### config.mk
export PLATFORM = sky130hd
export DESIGN_NAME = dmp_bus_master_flat
export DESIGN_NICKNAME = d
export VERILOG_FILES = /design/src/rtl/dmp_bus_master_if.sv /design/src/rtl/dmp_bus_master.sv /design/src/flat_wrapper.sv
export SDC_FILE = /design/constraint.sdc
export NUM_CORES = 1
export LEC_CHECK = 0
export CAP_MARGIN = 0
export CORE_ASPECT_RATIO = 0.6
export CORE_MARGIN = 8
export CORE_UTILIZATION = 35
export DETAILED_ROUTE_END_ITERATION = 10
export HOLD_SLACK_MARGIN = 0.03
export PLACE_DENSITY = 0.72
export SLEW_MARGIN = 0
export SYNTH_ARGS = -nofsm -noshare
export SYNTH_HDL_FRONTEND = slang
export SYNTH_SLANG_ARGS = --single-unit
### constraint.sdc
create_clock -name CLK -period 2.2 [get_ports CLK]
set_input_delay 0.44 -clock CLK [delete_from_list [all_inputs] [get_ports CLK]]
set_output_delay 0.44 -clock CLK [all_outputs]
set_load 0.05 [all_outputs]
### src/rtl/dmp_bus_master_if.sv
// Request/response handshake and coprocessor bus bundle for dmp_bus_master.
// The master modport is the bus master side; the slave modport is the requester plus the coprocessor.
interface dmp_bus_master_if;
   logic        REQ_VALID;
   logic        REQ_READY;
   logic        REQ_DIV;
   logic [15:0] REQ_A;
   logic [15:0] REQ_B;
   logic        RSP_VALID;
   logic        RSP_ACK;
   logic [15:0] RSP_Q;
   logic [15:0] RSP_R;
   logic        RSP_ERR;
   logic [2:0]  AB;
   logic [7:0]  DB_OUT;
   logic        DB_OE;
   logic [7:0]  DB_IN;
   logic        WR;
   logic        RD;

   modport master (
      input  REQ_VALID, REQ_DIV, REQ_A, REQ_B, RSP_ACK, DB_IN,
      output REQ_READY, RSP_VALID, RSP_Q, RSP_R, RSP_ERR, AB, DB_OUT, DB_OE, WR, RD
   );

   modport slave (
      output REQ_VALID, REQ_DIV, REQ_A, REQ_B, RSP_ACK, DB_IN,
      input  REQ_READY, RSP_VALID, RSP_Q, RSP_R, RSP_ERR, AB, DB_OUT, DB_OE, WR, RD
   );
endinterface

### src/rtl/dmp_bus_master.sv
// Sequences multiply/divide jobs onto an 8-bit coprocessor bus with two-cycle setup/strobe accesses.
// Divide support is built only when DMP_DIV_EN is defined; otherwise divide requests end with RSP_ERR.
module dmp_bus_master #(
   parameter int unsigned MUL_WAIT = 10,
   parameter int unsigned DIV_WAIT = 20
) (
   input  logic             CLK,
   input  logic             RES,
   dmp_bus_master_if.master bus,
   output logic             BUSY
);

`ifdef DMP_DIV_EN
   localparam logic DIV_EN_C = 1'b1;
`else
   localparam logic DIV_EN_C = 1'b0;
`endif

   localparam logic [15:0] MUL_LAST_C = 16'((MUL_WAIT > 0) ? MUL_WAIT - 1 : 0);
   localparam logic [15:0] DIV_LAST_C = 16'((DIV_WAIT > 0) ? DIV_WAIT - 1 : 0);
   localparam logic        MUL_ZERO_C = (MUL_WAIT == 0);
   localparam logic        DIV_ZERO_C = (DIV_WAIT == 0);

   typedef enum logic [2:0] {
      IDLE    = 3'd0,
      WSETUP  = 3'd1,
      WSTROBE = 3'd2,
      WAIT    = 3'd3,
      RSETUP  = 3'd4,
      RSTROBE = 3'd5,
      DONE    = 3'd6
   } state_t;

   state_t      state_r, state_s;
   logic [1:0]  step_r, step_s, last_step_s;
   logic [15:0] wait_cnt_r, wait_cnt_s, wait_last_s;
   logic        wait_zero_s;
   logic        accept_s;
   logic        is_div_r, unsup_r;
   logic [15:0] a_r, b_r, q_r, r_r;
   logic        div_sel_s;
   logic [15:0] a_sel_s, b_sel_s;
   logic [2:0]  ab_r, ab_s;
   logic [7:0]  db_out_r, db_out_s;
   logic        db_oe_r, wr_r, rd_r, busy_r, req_ready_r, rsp_valid_r, rsp_err_r;

   // Write address: multiply uses 0,1; divide uses 2..5 (divisor then dividend).
   function automatic logic [2:0] wr_addr(input logic div, input logic [1:0] step);
      if (div) begin
         wr_addr = 3'd2 + {1'b0, step};
      end else begin
         wr_addr = {2'b00, step[0]};
      end
   endfunction

   function automatic logic [7:0] wr_data(input logic div, input logic [1:0] step,
                                          input logic [15:0] a, input logic [15:0] b);
      case ({div, step})
         3'b000:  wr_data = a[7:0];
         3'b001:  wr_data = b[7:0];
         3'b100:  wr_data = b[7:0];
         3'b101:  wr_data = b[15:8];
         3'b110:  wr_data = a[7:0];
         3'b111:  wr_data = a[15:8];
         default: wr_data = 8'h00;
      endcase
   endfunction

   // Next-state logic; step counts byte accesses within the write or read phase.
   always_comb begin
      state_s     = state_r;
      step_s      = step_r;
      wait_cnt_s  = wait_cnt_r;
      accept_s    = 1'b0;
      last_step_s = is_div_r ? 2'd3 : 2'd1;
      wait_zero_s = is_div_r ? DIV_ZERO_C : MUL_ZERO_C;
      wait_last_s = is_div_r ? DIV_LAST_C : MUL_LAST_C;
      case (state_r)
         IDLE: begin
            if (bus.REQ_VALID) begin
               accept_s   = 1'b1;
               step_s     = 2'd0;
               wait_cnt_s = 16'd0;
               state_s    = (bus.REQ_DIV && !DIV_EN_C) ? WAIT : WSETUP;
            end else begin
               state_s = IDLE;
            end
         end
         WSETUP: state_s = WSTROBE;
         WSTROBE: begin
            if (step_r == last_step_s) begin
               step_s     = 2'd0;
               wait_cnt_s = 16'd0;
               state_s    = wait_zero_s ? RSETUP : WAIT;
            end else begin
               step_s  = step_r + 2'd1;
               state_s = WSETUP;
            end
         end
         WAIT: begin
            if (unsup_r) begin
               state_s = DONE;
            end else if (wait_cnt_r == wait_last_s) begin
               state_s = RSETUP;
            end else begin
               wait_cnt_s = wait_cnt_r + 16'd1;
            end
         end
         RSETUP: state_s = RSTROBE;
         RSTROBE: begin
            if (step_r == last_step_s) begin
               state_s = DONE;
            end else begin
               step_s  = step_r + 2'd1;
               state_s = RSETUP;
            end
         end
         DONE: begin
            if (bus.RSP_ACK) begin
               state_s = IDLE;
            end else begin
               state_s = DONE;
            end
         end
         default: state_s = IDLE;
      endcase
   end

   // Bus address/data for the upcoming cycle; operands come straight from the request on acceptance.
   always_comb begin
      div_sel_s = accept_s ? bus.REQ_DIV : is_div_r;
      a_sel_s   = accept_s ? bus.REQ_A : a_r;
      b_sel_s   = accept_s ? bus.REQ_B : b_r;
      ab_s      = ab_r;
      db_out_s  = db_out_r;
      if (state_s == WSETUP) begin
         ab_s     = wr_addr(div_sel_s, step_s);
         db_out_s = wr_data(div_sel_s, step_s, a_sel_s, b_sel_s);
      end else if (state_s == RSETUP) begin
         ab_s     = {1'b0, step_s};
         db_out_s = 8'h00;
      end else begin
         ab_s     = ab_r;
         db_out_s = db_out_r;
      end
   end

   // State, counters and latched request.
   always_ff @(posedge CLK or negedge RES) begin
      if (!RES) begin
         state_r    <= IDLE;
         step_r     <= 2'd0;
         wait_cnt_r <= 16'd0;
         is_div_r   <= 1'b0;
         unsup_r    <= 1'b0;
         a_r        <= 16'h0000;
         b_r        <= 16'h0000;
      end else begin
         state_r    <= state_s;
         step_r     <= step_s;
         wait_cnt_r <= wait_cnt_s;
         if (accept_s) begin
            is_div_r <= bus.REQ_DIV;
            unsup_r  <= bus.REQ_DIV & ~DIV_EN_C;
            a_r      <= bus.REQ_A;
            b_r      <= bus.REQ_B;
         end
      end
   end

   // Result bytes are taken from DB_IN on the edge that ends each read strobe.
   always_ff @(posedge CLK or negedge RES) begin
      if (!RES) begin
         q_r <= 16'h0000;
         r_r <= 16'h0000;
      end else if (accept_s) begin
         q_r <= 16'h0000;
         r_r <= 16'h0000;
      end else if (state_r == RSTROBE) begin
         case (step_r)
            2'd0:    q_r[7:0]  <= bus.DB_IN;
            2'd1:    q_r[15:8] <= bus.DB_IN;
            2'd2:    r_r[7:0]  <= bus.DB_IN;
            2'd3:    r_r[15:8] <= bus.DB_IN;
            default: q_r       <= q_r;
         endcase
      end
   end

   // Outputs registered from the next state so strobes are glitch-free.
   always_ff @(posedge CLK or negedge RES) begin
      if (!RES) begin
         req_ready_r <= 1'b1;
         busy_r      <= 1'b0;
         rsp_valid_r <= 1'b0;
         rsp_err_r   <= 1'b0;
         ab_r        <= 3'd0;
         db_out_r    <= 8'h00;
         db_oe_r     <= 1'b0;
         wr_r        <= 1'b1;
         rd_r        <= 1'b1;
      end else begin
         req_ready_r <= (state_s == IDLE);
         busy_r      <= (state_s != IDLE);
         rsp_valid_r <= (state_s == DONE);
         rsp_err_r   <= (state_s == DONE) && unsup_r;
         ab_r        <= ab_s;
         db_out_r    <= db_out_s;
         db_oe_r     <= (state_s == WSETUP) || (state_s == WSTROBE);
         wr_r        <= (state_s != WSTROBE);
         rd_r        <= (state_s != RSTROBE);
      end
   end

   assign bus.REQ_READY = req_ready_r;
   assign bus.RSP_VALID = rsp_valid_r;
   assign bus.RSP_Q     = q_r;
   assign bus.RSP_R     = r_r;
   assign bus.RSP_ERR   = rsp_err_r;
   assign bus.AB        = ab_r;
   assign bus.DB_OUT    = db_out_r;
   assign bus.DB_OE     = db_oe_r;
   assign bus.WR        = wr_r;
   assign bus.RD        = rd_r;
   assign BUSY          = busy_r;

endmodule

### src/flat_wrapper.sv
// flat-port wrapper written by rule: the top's interface ports become plain ports
module dmp_bus_master_flat 
#(
   parameter int unsigned MUL_WAIT = 10,
   parameter int unsigned DIV_WAIT = 20
)
  (CLK, RES, BUSY, bus_REQ_VALID, bus_REQ_DIV, bus_REQ_A, bus_REQ_B, bus_RSP_ACK, bus_DB_IN, bus_REQ_READY, bus_RSP_VALID, bus_RSP_Q, bus_RSP_R, bus_RSP_ERR, bus_AB, bus_DB_OUT, bus_DB_OE, bus_WR, bus_RD);
  dmp_bus_master_if bus_i ();
  input  logic CLK;
  input  logic RES;
  output logic BUSY;
  input wire logic [$bits(bus_i.REQ_VALID)-1:0] bus_REQ_VALID;
  input wire logic [$bits(bus_i.REQ_DIV)-1:0] bus_REQ_DIV;
  input wire logic [$bits(bus_i.REQ_A)-1:0] bus_REQ_A;
  input wire logic [$bits(bus_i.REQ_B)-1:0] bus_REQ_B;
  input wire logic [$bits(bus_i.RSP_ACK)-1:0] bus_RSP_ACK;
  input wire logic [$bits(bus_i.DB_IN)-1:0] bus_DB_IN;
  output wire logic [$bits(bus_i.REQ_READY)-1:0] bus_REQ_READY;
  output wire logic [$bits(bus_i.RSP_VALID)-1:0] bus_RSP_VALID;
  output wire logic [$bits(bus_i.RSP_Q)-1:0] bus_RSP_Q;
  output wire logic [$bits(bus_i.RSP_R)-1:0] bus_RSP_R;
  output wire logic [$bits(bus_i.RSP_ERR)-1:0] bus_RSP_ERR;
  output wire logic [$bits(bus_i.AB)-1:0] bus_AB;
  output wire logic [$bits(bus_i.DB_OUT)-1:0] bus_DB_OUT;
  output wire logic [$bits(bus_i.DB_OE)-1:0] bus_DB_OE;
  output wire logic [$bits(bus_i.WR)-1:0] bus_WR;
  output wire logic [$bits(bus_i.RD)-1:0] bus_RD;
  assign bus_i.REQ_VALID = bus_REQ_VALID;
  assign bus_i.REQ_DIV = bus_REQ_DIV;
  assign bus_i.REQ_A = bus_REQ_A;
  assign bus_i.REQ_B = bus_REQ_B;
  assign bus_i.RSP_ACK = bus_RSP_ACK;
  assign bus_i.DB_IN = bus_DB_IN;
  assign bus_REQ_READY = bus_i.REQ_READY;
  assign bus_RSP_VALID = bus_i.RSP_VALID;
  assign bus_RSP_Q = bus_i.RSP_Q;
  assign bus_RSP_R = bus_i.RSP_R;
  assign bus_RSP_ERR = bus_i.RSP_ERR;
  assign bus_AB = bus_i.AB;
  assign bus_DB_OUT = bus_i.DB_OUT;
  assign bus_DB_OE = bus_i.DB_OE;
  assign bus_WR = bus_i.WR;
  assign bus_RD = bus_i.RD;
  dmp_bus_master #(.MUL_WAIT(MUL_WAIT), .DIV_WAIT(DIV_WAIT)) u_core (.CLK(CLK), .RES(RES), .bus(bus_i), .BUSY(BUSY));
endmodule
==> flow_summary.toml <==
[outcome]
status = "finished, violations left"
failed_checks = "negative setup slack"

[clock_tree]
cts_tree = "done"
htreeDepth = 3
clock_path_buffers = 2
numCtsBuffers = 9
cts.sinks = 105
worstSkewPairLatency_ps = 350
root_buffer = "clkbuf_16"
path_clk_slew_ps = 70

[floorplanning]
rows = 33
die_y_um = 108
die_area_um2 = 18400
io_pins = 95
die_w_um = 170
start_util_pct = 36.1
core_area_um2 = 13800

[global_route]
grt_pass1_wl_um = 23500
antenna_found_initial = 0
grt_pass1_vias = 4483
grt.overflow.total = 0
track_usage_pct = 15.9
grt_max_degree = 54

[placement]
port-buffer-count = 94
dp.cells = 822
hpwl_um = 10900
placed_area_um2 = 6610
gp_congestion = 0.904

[setup_path]
crit_type = "reg2reg"
required_ps = 2430
critPathMaxFanout = 11
crit_arrival_ps = 2450
r2r_start = "u_core.wait_cnt_r[2]"
rrSetupSlack_ps = -20
worstPathCellList = "nor4b_2 > nand4_1 > or3_1 > a31oi_2 > nand2_2 > buf_6 > a221o_1"
reg2reg_to = "u_core.bus.DB_OUT[5]"
slowest_stage = "dfrtp_1"
rr_worst_depth = 7
crit_path_max_incr_delay_ps = 400
end_kind = "flip-flop"
start_kind = "flip-flop"

[routing]
vias = 4465
viasPerCell = 5.22
drc = 0
postRouteWirelength_um = 15000
ant_nets = 0
dr.pass1.iters = 5
drtIter0Drc = 380
wire_per_inst_um = 17.5

[finish]
syn_to_final_growth_pct = 45.2
instances_no_fill = 856
final-seq-area_um2 = 2640
fill_cells = 1203
stdcell_area_um2 = 7230
nNetsFinal = 709
drive_above_1_share_pct = 24.8
n_antenna_cell = 0
multi_input_area_um2 = 2240

[sta]
tightest_slew_ps = 540
period_needed_ps = 2220
grt_setup_unrepaired = "true"
fmax_ghz = 0.450
final.period_utilization_pct = 101
slew_violations = 0
fin_skew_ps = 9.73
finalSetupViolations = 9
hold_violations = 0
hold_slack_ps = 494
max_slew_margin_pct = 63.9
setup-tns-final_ps = -93.9
setup_ws_ps = -22.5

[logic_synthesis]
ys_ff_latch = 105
ys_top_cells_by_area = "dfrtp_1 (51%), nand2_1 (6.9%), mux2_2 (6.1%)"
yosys.area.top_type = "dfrtp_1"
synth.top_cell.area_share_pct = 51.3
yosysMostFrequentCell = "dfrtp_1"
synthTopCellsByCount = "dfrtp_1 (102), nand2_1 (91), a21oi_1 (51)"
syn_area_um2 = 4980
synth_edf_count = 0
yosysWarningCount = 0
seq_area_frac_synth_pct = 52.8
ys_dominant_reg_cell = "dfrtp_1"
syn_nets = 541
yosysUniqueCellTypes = 59
synthArstFlopShare_pct = 100
synth_area_per_cell_um2 = 10.1
syn-instance-count = 491

[min_path]
min_to = "u_core.a_r[7]"
hold_start = "u_core.a_r[7]"
hp-class = "reg2reg"
min_path_cells = 1

[power_and_ir_drop]
leakage_nw = 3.13
ir_drop_uv = 703
p_per_area_nw_per_um2 = 1560

[run]
cap_violations = 0
-- through the flow --
stage	total power (W)	utilization [%]	setup slack (ps)
finish	0.0113	52.4	-22.5
global route	0.0119	52.4	-106
CTS	0.0109	51.5	-22.9
detailed placement	0.00898	47.9	-439
global placement	0.00879	47.9	-404
floorplan	0.00657	-	24.7
-- layout by cell type (no fill, tap or decap), types with 4 or more instances in the layout --
cell type	instances
clkdlybuf4s50_1	91
a21oi_1	50
mux2_4	11
ha_1	5
o21ai_0	12
mux2i_1	9
buf_12	8
buf_6	4
buf_4	77
inv_1	15
mux2_2	16
xor2_1	6
nand2_1	89
nand3_1	16
nand3b_1	4
a221o_1	8
nor3_1	9
clkbuf_16	9
and3_1	8
o32a_1	7
nor2_1	30
dfrtp_1	99
or3_1	6
-- cells by family (layout without fill, tap and decap cells) --
family / count (synthesis) / after routing / share of synthesized area [%]
adders and majority gates: 5 / 5 / 1.26
AOI/OAI and AO/OA: 105 / 105 / 14.1
xor gates and xnor gates: 8 / 8 / 1.56
and+or+nand+nor: 190 / 190 / 17.9
buffers and inverters: 42 / 215 / 4.37
DFF: 105 / 105 / 52.8
muxes: 36 / 36 / 7.91
-- repair_timing --
action | in CTS | in global routing
setup buffers | 10 | 6
setup endpoints to repair | 10 | 20
hold buffers | 1 | 0
gates resized for setup | 18 | 24
pin swaps | 8 | 3
endpoints found under the hold margin | 25 | 0
gates cloned | 1 | 0
-- power breakdown --
part	switching, W	internal [W]
clock	0.000729	0.000923
sequential	0.000396	0.00265
combinational	0.00361	0.00295
-- layer usage --
layer,vias to the layer above,part of all wire (%),GRT usage (%)
li1,2065,-,-
met1,2205,46,21.5
met2,177,44,24.8
met3,18,8.3,4.69
met4,0,1.2,3.93
met5,-,0,0
-- worst max path at each step --
stage | startpoint | depth (start not counted) | to
2_1_floorplan | u_core.state_r[1] | 6 | u_core.bus.DB_OUT[5]
3_3_place_gp | bus_REQ_VALID | 8 | u_core.bus.DB_OUT[2]
3_5_place_dp | bus_REQ_VALID | 7 | u_core.bus.DB_OUT[0]
4_1_cts | u_core.state_r[2] | 8 | u_core.bus.AB[1]
5_1_grt | u_core.is_div_r | 7 | u_core.bus.DB_OUT[6]
6_report | u_core.wait_cnt_r[2] | 7 | u_core.bus.DB_OUT[5]
-- flip-flops by register name, indices dropped and copies added, names as in the netlist, 2 cells and up --
| name | count |
|---|---|
| u_core.bus.RSP_R | 16 |
| u_core.step_r | 2 |
| u_core.bus.RSP_Q | 16 |
| u_core.bus.AB | 3 |
| u_core.wait_cnt_r | 16 |
| u_core.state_r | 3 |
| u_core.a_r | 16 |
| u_core.bus.DB_OUT | 8 |
| u_core.b_r | 16 |
-- layout make-up --
class / instances / area share, %
Clock buffer: 11 / 3.36
Clock inverter: 5 / 0.883
Inverter: 16 / 0.900
Multi-Input combinational cell: 344 / 31.0
Sequential cell: 105 / 36.4
Tap cell: 192 / 3.32
Timing Repair Buffer: 183 / 24.1
-- worst max-delay path: cells and delay by family, from the launching register on --
| family | cells | cell delay (ps) |
|---|---|---|
| AO/OA/AOI/OAI | 2 | 580 |
| AND/OR/NAND/NOR | 4 | 960 |
| flip-flops | 1 | 400 |
| buffers and inverters | 1 | 160 |
Note: power is estimated with default switching activity, not from simulation.
